File: src/rtl/fp_normalize.sv
// Post-add normalizer for single-precision floats: takes a raw aligned sum
// (carry + hidden one + fraction) and shifts it into normalized form.
package fp;
  localparam int EXPONENT_BITS = 8;
  localparam int FRACTION_BITS = 23;

  typedef struct packed {
    logic                     sign;
    logic [EXPONENT_BITS-1:0] exp;
    logic [FRACTION_BITS-1:0] frac;
  } float;
endpackage

// state | meaning
// IDLE  | waiting for a raw sum, in_ready high
// SHIFT | one normalization step per cycle until the value is settled
// DONE  | result presented with out_valid, held until out_ready
module fp_normalize
  import fp::*;
(
  input  logic                     clk,
  input  logic                     rst_n,
  input  logic                     in_valid,
  output logic                     in_ready,
  input  logic                     in_sign,
  input  logic [EXPONENT_BITS-1:0] in_exp,
  input  logic [FRACTION_BITS+1:0] in_mant,
  output logic                     out_valid,
  input  logic                     out_ready,
  output float                     result
);

  localparam int MW = FRACTION_BITS + 2;

  typedef enum logic [1:0] {IDLE, SHIFT, DONE} state_t;

  state_t                   state_q, state_d;
  logic                     sign_q, sign_d;
  logic [EXPONENT_BITS-1:0] exp_q, exp_d;
  logic [MW-1:0]            mant_q, mant_d;
  float                     result_q, result_d;
  logic [EXPONENT_BITS-1:0] exp_inc;

  function automatic float mk_float(input logic                     s,
                                    input logic [EXPONENT_BITS-1:0] e,
                                    input logic [FRACTION_BITS-1:0] f);
    float r;
    r.sign = s;
    r.exp  = e;
    r.frac = f;
    return r;
  endfunction

  assign exp_inc = exp_q + {{(EXPONENT_BITS-1){1'b0}}, 1'b1};

  always_comb begin
    state_d  = state_q;
    sign_d   = sign_q;
    exp_d    = exp_q;
    mant_d   = mant_q;
    result_d = result_q;
    case (state_q)
      IDLE: begin
        if (in_valid) begin
          sign_d  = in_sign;
          exp_d   = in_exp;
          mant_d  = in_mant;
          state_d = SHIFT;
        end
      end
      SHIFT: begin
        if (mant_q == '0 || exp_q == '0) begin
          result_d = mk_float(sign_q, '0, '0);
          state_d  = DONE;
        end else if (mant_q[MW-1]) begin
          // Carry out: one right shift, the dropped LSB is simply lost.
          mant_d  = mant_q >> 1;
          exp_d   = exp_inc;
          state_d = DONE;
          if (exp_inc == '1)
            result_d = mk_float(sign_q, '1, '0);
          else
            result_d = mk_float(sign_q, exp_inc, mant_q[FRACTION_BITS:1]);
        end else if (mant_q[MW-2]) begin
          result_d = mk_float(sign_q, exp_q, mant_q[FRACTION_BITS-1:0]);
          state_d  = DONE;
        end else if (exp_q == {{(EXPONENT_BITS-1){1'b0}}, 1'b1}) begin
          result_d = mk_float(sign_q, '0, '0);
          state_d  = DONE;
        end else begin
          mant_d = mant_q << 1;
          exp_d  = exp_q - {{(EXPONENT_BITS-1){1'b0}}, 1'b1};
        end
      end
      DONE: begin
        if (out_ready) state_d = IDLE;
      end
      default: state_d = IDLE;
    endcase
  end

  always_ff @(posedge clk or negedge rst_n) begin
    if (!rst_n) begin
      state_q  <= IDLE;
      sign_q   <= 1'b0;
      exp_q    <= '0;
      mant_q   <= '0;
      result_q <= '0;
    end else begin
      state_q  <= state_d;
      sign_q   <= sign_d;
      exp_q    <= exp_d;
      mant_q   <= mant_d;
      result_q <= result_d;
    end
  end

  assign in_ready  = (state_q == IDLE);
  assign out_valid = (state_q == DONE);
  assign result    = result_q;

endmodule

File: config.mk
export PLATFORM = sky130hd
export DESIGN_NAME = fp_normalize
export DESIGN_NICKNAME = d
export VERILOG_FILES = /design/src/rtl/fp_normalize.sv
export SDC_FILE = /design/constraint.sdc
export NUM_CORES = 1
export LEC_CHECK = 0
export ABC_AREA = 1
export CORE_MARGIN = 2
export CORE_UTILIZATION = 40
export CTS_CLUSTER_SIZE = 14
export DETAILED_ROUTE_END_ITERATION = 10
export HOLD_SLACK_MARGIN = 0.03
export PLACE_DENSITY_LB_ADDON = 0.12
export SYNTH_ARGS = -nofsm -noshare
export SYNTH_HDL_FRONTEND = slang
export SYNTH_SLANG_ARGS = --single-unit
File: constraint.sdc
create_clock -name clk -period 4.6 [get_ports clk]
set_input_delay 0.46 -clock clk [delete_from_list [all_inputs] [get_ports clk]]
set_output_delay 0.46 -clock clk [all_outputs]
set_load 0.01 [all_outputs]
==> reports/results.txt, run 1 <==
Worst-Margin Slew -> 1.115 ns
Setup TNS -> 0 ns
Sw Share -> 0.4912
Setup-failing EPs final -> 0
Post-Place Worst Slack -> 2.150 ns
Initial antenna violation count -> 0
Pwr per Cell Area -> 707.2 nW/um2
Final ANT Viol Nets -> 0
P_leak -> 2.801 nW
Synth Register Bits -> 68
DRC violations left -> 0
Multi-input logic area -> 2178 um2
Adder-Cell Fraction of Synth Area -> 0.01480
Final #Nets -> 763
NetSw -> 1.802 mW
Worst reg2reg setup slack -> 2.12 ns
GRT Total Usage -> 0.2277
Syn nets -> 705
Compound-Gate Fraction of Synth Area -> 0.07756
Drt pass-1 iters -> 5
Worst Setup SP -> state_q[0]
Skew final -> 0.01803 ns
Vias/cell -> 4.981
P&R area growth vs syn -> 22.74%
Most frequent cells in the layout -> nand2_1, nor2_1, clkdlybuf4s50_1
Share of power burned in registers -> 0.310
Die area -> 11400 um2
Commonest non-fill, non-tap cell in the layout -> nand2_1
Cell Int Power -> 1.866 mW
Max FO, Critical Path -> 33
Root buffer cell -> clkbuf_8
Power share of the combinational group -> 0.545
Top post-synthesis cells by area -> dfrtp_1, nand2_1, nor2_1
Required @ worst endpoint -> 4.85 ns
Top cell type's share of synthesized area -> 0.4026
# IOs -> 72
Final WS setup -> 2.120 ns
Syn Area/Cell -> 6.385 um2
Fmax -> 403.3 MHz
Number of flops mapped to enable cells by yosys -> 0
DP Wirelength -> 8017 um
CTS tree -> done
Routability congestion estimate -> 0.9177
Reg2Reg Depth -> 8
Bufs on Longest Clock Path -> 2
Clock Sinks -> 68
Total CTS buffers -> 9
Tmin final -> 2.480 ns
Leading area contributor after synthesis -> dfrtp_1
Worst hold path class -> primary input to async pin
Row count -> 37
Status -> finished clean
Cell Area, Placed -> 4977 um2
Clock transition at the registers of the reported paths -> 0.09 ns
Worst skew pair latency -> 0.37 ns
Kind of critical path -> register to register
Port Buf Inserts -> 71
RSZ-0062 raised after global routing -> no
Core ar. -> 10280 um2
Design area -> 5187 um2
Height of the die -> 106.8 um
Post-synthesis xor/xnor area fraction -> 0
Post-layout util -> 0.5047
Maximum vdd drop -> 0.0002847 V
Worst setup EP type -> register
Ant diodes -> 0
Part of the power in the clock network -> 0.144
Fin. max-slew vios -> 0
Vias in the first global route -> 4048
Layout cell share with drive strength beyond 1 -> 0.05241
Die extent in x -> 106.8 um
CP delay by family, top -> buffers and inverters
Post-Syn Instances -> 662
FF+latch area -> 1702 um2
Initial Utilization -> 0.4112
Tcrit/Tclk final -> 0.5391
Post-CTS Resized -> 0
Post-synthesis mux area share -> 0
Largest stage delay on the critical path -> 0.54 ns
Synth Flop Type -> dfrtp_1
CP Launch Type -> register
Simple-Gate Fraction of Synth Area -> 0.4221
Data arrival, critical path -> 2.73 ns
Relative slew slack -> 0.2556
Maxcap violations -> 0
Largest family of logic cells by synthesized area -> simple AND/OR/NAND/NOR gates
FF-to-FF End -> mant_q[17]
Iteration-0 DRC count of the detailed router -> 364
Ys async rst share -> 1.000
Largest net degree at the start of global routing -> 47
Critical path buffer and inverter count -> 3
Hold_buf cts -> 0
Layout fillers -> 1072
Final WL -> 12010 um
H-tree levels -> 3
First-pass GRT wire length -> 20350 um
Wirelength per Cell -> 13.95 um
Post-synthesis cell type count -> 31
Worst r2r src -> state_q[0]
Vias -> 4289
Sequential-to-total area share from yosys stat -> 0.4026
Hold Vio Cnt, Final -> 0
Post-Syn Area -> 4227 um2
CP Cell Sequence -> inv_1, nor2_2, buf_4, inv_1, nor2_1, a21oi_1, nand2_1, nand2_1
Post-CTS Setup Bufs -> 0
Synth warnings -> 0
Remaining Overflow, GRT -> 0
Slowest-stage cell, CP -> inv_1
## routing by layer
layer | GRT usage | wire [um] | vias up
met2 | 0.3271 | 4973 | 167
met4 | 0.08720 | 219 | 0
met1 | 0.3421 | 6002 | 1958
met5 | 0 | 0 | -
li1 | - | - | 2146
met3 | 0.03647 | 817 | 18
## worst max path at each step
stage	slack [ns]	cells after the start	to
2_1_floorplan	2.95	12	result[13]
3_3_place_gp	2.25	10	result[24]
3_5_place_dp	2.15	8	mant_q[17]
4_1_cts	2.12	8	mant_q[17]
5_1_grt	1.86	8	mant_q[16]
6_report	2.12	8	mant_q[17]
## power by group through the flow
stage | sequential [mW] | clock [mW] | combinational (mW)
CTS | 1.14 | 0.541 | 2.00
global placement | 1.14 | 0 | 1.98
global route | 1.18 | 0.572 | 2.29
detailed placement | 1.14 | 0 | 1.99
finish | 1.14 | 0.529 | 2.00
floorplan | 1.11 | 0 | 1.38
## synthesized netlist by cell type (2+ instances only)
| master | count |
|---|---|
| or2_2 | 2 |
| a21oi_1 | 27 |
| nor2_1 | 74 |
| nor2_2 | 2 |
| buf_4 | 3 |
| dfrtp_1 | 68 |
| o21ai_1 | 2 |
| clkbuf_1 | 12 |
| inv_1 | 44 |
| nand3_2 | 2 |
| nand2_1 | 335 |
| nand4_1 | 4 |
| inv_2 | 3 |
| ha_1 | 5 |
| nand3_1 | 25 |
| buf_6 | 5 |
| buf_2 | 10 |
| nand2_2 | 2 |
| o21ai_0 | 23 |
| nor2_4 | 2 |
| o31ai_1 | 2 |
## cell type report
| class | count | share of cell area |
|---|---|---|
| inverter | 47 | 0.03401 |
| tap | 136 | 0.03280 |
| clock buffer | 11 | 0.02918 |
| timing repair buffer | 77 | 0.1447 |
| clock inverter | 5 | 0.01134 |
| multi-input combinational | 517 | 0.4199 |
| sequential | 68 | 0.3280 |
## flip-flops by register name, summed over array words and instances (netlist names)
register	flops
mant_q	25
state_q	2
exp_q	8
result	32
sign_q	1
## through the flow
step	hold WS (ns)	instances	total power, mW
6_report	0.2908	861	3.668
3_5_place_dp	0.4642	845	3.137
4_1_cts	0.3243	861	3.680
3_3_place_gp	0.4638	845	3.114
2_1_floorplan	0.1644	662	2.492
5_1_grt	0.3704	861	4.049
## cell families after synthesis
kind of cell,Yosys count
simple gates,451
buf+inv,77
flops,68
compound gates,61
fa+ha+maj,5
(Power assumes the default switching activity.)
==> run 2: changes to the inputs <==
- clock period: 4.6 -> 2.5 ns (I/O delays scaled with it)
==> reports/results.txt, run 2 (synthesized netlist as in run 1, its figures left out) <==
CP Cell Sequence -> ha_1, nand2_1, inv_1, nand2_1, nand3_1, nor2_1, nand3_2, buf_4, nand2_1, nand2_1, nand2_1, nand2_1
Largest stage delay on the critical path -> 0.49 ns
Drt pass-1 iters -> 5
Kind of critical path -> register to register
Hold Path Depth -> 2
Commonest non-fill, non-tap cell in the layout -> nand2_1
WHS Endpoint -> result[30]
Total CTS buffers -> 9
# IOs -> 72
CP Launch Type -> register
Hold Vio Cnt, Final -> 0
Max reg flops -> 32
Hold WS -> 0.4738 ns
Hold path start -> result[30]
Worst Setup SP -> exp_q[0]
Pwr per Cell Area -> 1305 nW/um2
Worst setup EP type -> register
Initial Utilization -> 0.4112
Max FO, Critical Path -> 25
Iteration-0 DRC count of the detailed router -> 325
Maximum vdd drop -> 0.0004229 V
FF-to-FF End -> result[1]
GRT Total Usage -> 0.2330
Fin. max-slew vios -> 0
Initial antenna violation count -> 0
Tcrit/Tclk final -> 0.8468
Ant diodes -> 0
DP Wirelength -> 8770 um
Clock Sinks -> 68
Final #Nets -> 773
Layout cell share with drive strength beyond 1 -> 0.06395
Relative slew slack -> 0.2512
Required @ worst endpoint -> 2.73 ns
Reg2Reg Depth -> 12
Vias in the first global route -> 4123
Non-Filler Instances -> 871
Design area -> 5281 um2
Vias/cell -> 4.969
Vias -> 4328
Maxcap violations -> 0
Root buffer cell -> clkbuf_8
Cell Area, Placed -> 5070 um2
Worst r2r src -> exp_q[0]
DP Cell Count -> 854
Remaining Overflow, GRT -> 0
First-pass GRT wire length -> 20930 um
Bufs on Longest Clock Path -> 2
DRC violations left -> 0
Setup-failing EPs final -> 0
Status -> finished clean
Most frequent CP cell -> nand2_1
Worst-Margin Slew -> 1.122 ns
P_leak -> 2.854 nW
Routability congestion estimate -> 0.9429
Slowest-stage cell, CP -> dfrtp_1
P&R area growth vs syn -> 24.96%
Setup TNS -> 0 ns
H-tree levels -> 3
Most frequent cells in the layout -> nand2_1, nor2_1, clkdlybuf4s50_1
Worst hold path class -> register to register
Largest net degree at the start of global routing -> 34
Port Buf Inserts -> 71
Worst skew pair latency -> 0.35 ns
Final WL -> 12460 um
RSZ-0062 raised after global routing -> no
Wirelength per Cell -> 14.30 um
Die area -> 11400 um2
Die extent in x -> 106.8 um
Clock transition at the registers of the reported paths -> 0.08 ns
CTS tree -> done
Post-CTS Resized -> 0
Fmax -> 472.4 MHz
Height of the die -> 106.8 um
Worst reg2reg setup slack -> 0.38 ns
Final ANT Viol Nets -> 0
Core ar. -> 10280 um2
Data arrival, critical path -> 2.35 ns
Skew final -> 0.01298 ns
Tmin final -> 2.117 ns
Row count -> 37
==> run 2: changes by cell type in the layout (fill, tap and decap cells not counted) <==
cell | previous run | this run
clkbuf_8 | 11 | 10
buf_12 | 0 | 2
buf_4 | 6 | 13
dlygate4sd3_1 | 0 | 1
clkinv_2 | 1 | 2
inv_6 | 1 | 0
clkinv_4 | 0 | 1
==> run 2: layout make-up <==
class / instances / area, um2
Timing Repair Buffer: 87 / 853.3
Multi-Input combinational cell: 517 / 2178
Fill cell: 1087 / 4996
Clock inverter: 6 / 63.81
Inverter: 47 / 176.4
Tap cell: 136 / 170.2
Clock buffer: 10 / 137.6
Sequential cell: 68 / 1702
==> run 2: metal layers <==
| layer | GRT usage | wire, um | part of all wire |
|---|---|---|---|
| met1 | 0.3534 | 6182 | 0.50 |
| met5 | 0 | 0 | 0 |
| met3 | 0.02432 | 790 | 0.063 |
| met2 | 0.3517 | 5371 | 0.43 |
| met4 | 0.06494 | 114 | 0.0092 |
==> run 2: power by group <==
part / total, mW / internal, mW / switching [mW] / leakage, nW
clock network: 0.946 / 0.486 / 0.460 / 0.0983
registers: 2.13 / 1.59 / 0.542 / 0.857
logic: 3.82 / 1.43 / 2.39 / 1.90
total: 6.89 / 3.50 / 3.39 / 2.85
==> run 2: per-stage QoR <==
step	setup WS (ns)	utilization	power (mW)
6_report	0.3830	0.5139	6.894
5_1_grt	0.1844	0.5139	7.582
4_1_cts	0.4315	0.5139	6.904
3_5_place_dp	0.4602	0.4933	5.939
3_3_place_gp	0.4329	0.4933	5.903
2_1_floorplan	0.8467	-	4.586
==> run 2: worst max-delay path, delay by kind of cell (launching register included) <==
kind          cells  cell delay [ns]
simple gates      9             0.92
flops             1             0.49
buf+inv           2             0.31
fa+ha+maj         1             0.28
==> run 2: what timing repair did <==
action | in CTS | in global routing
hold endpoints to repair | 27 | 0
buffers inserted | 0 | 0
hold buffers | 1 | 0
==> run 2: worst max-delay path by stage <==
stage	end	cells past startpoint	slack (ns)
floorplan	result[22]	12	0.85
global placement	result[0]	12	0.43
detailed placement	result[1]	12	0.46
CTS	result[1]	12	0.43
global route	result[1]	12	0.18
finish	result[1]	12	0.38
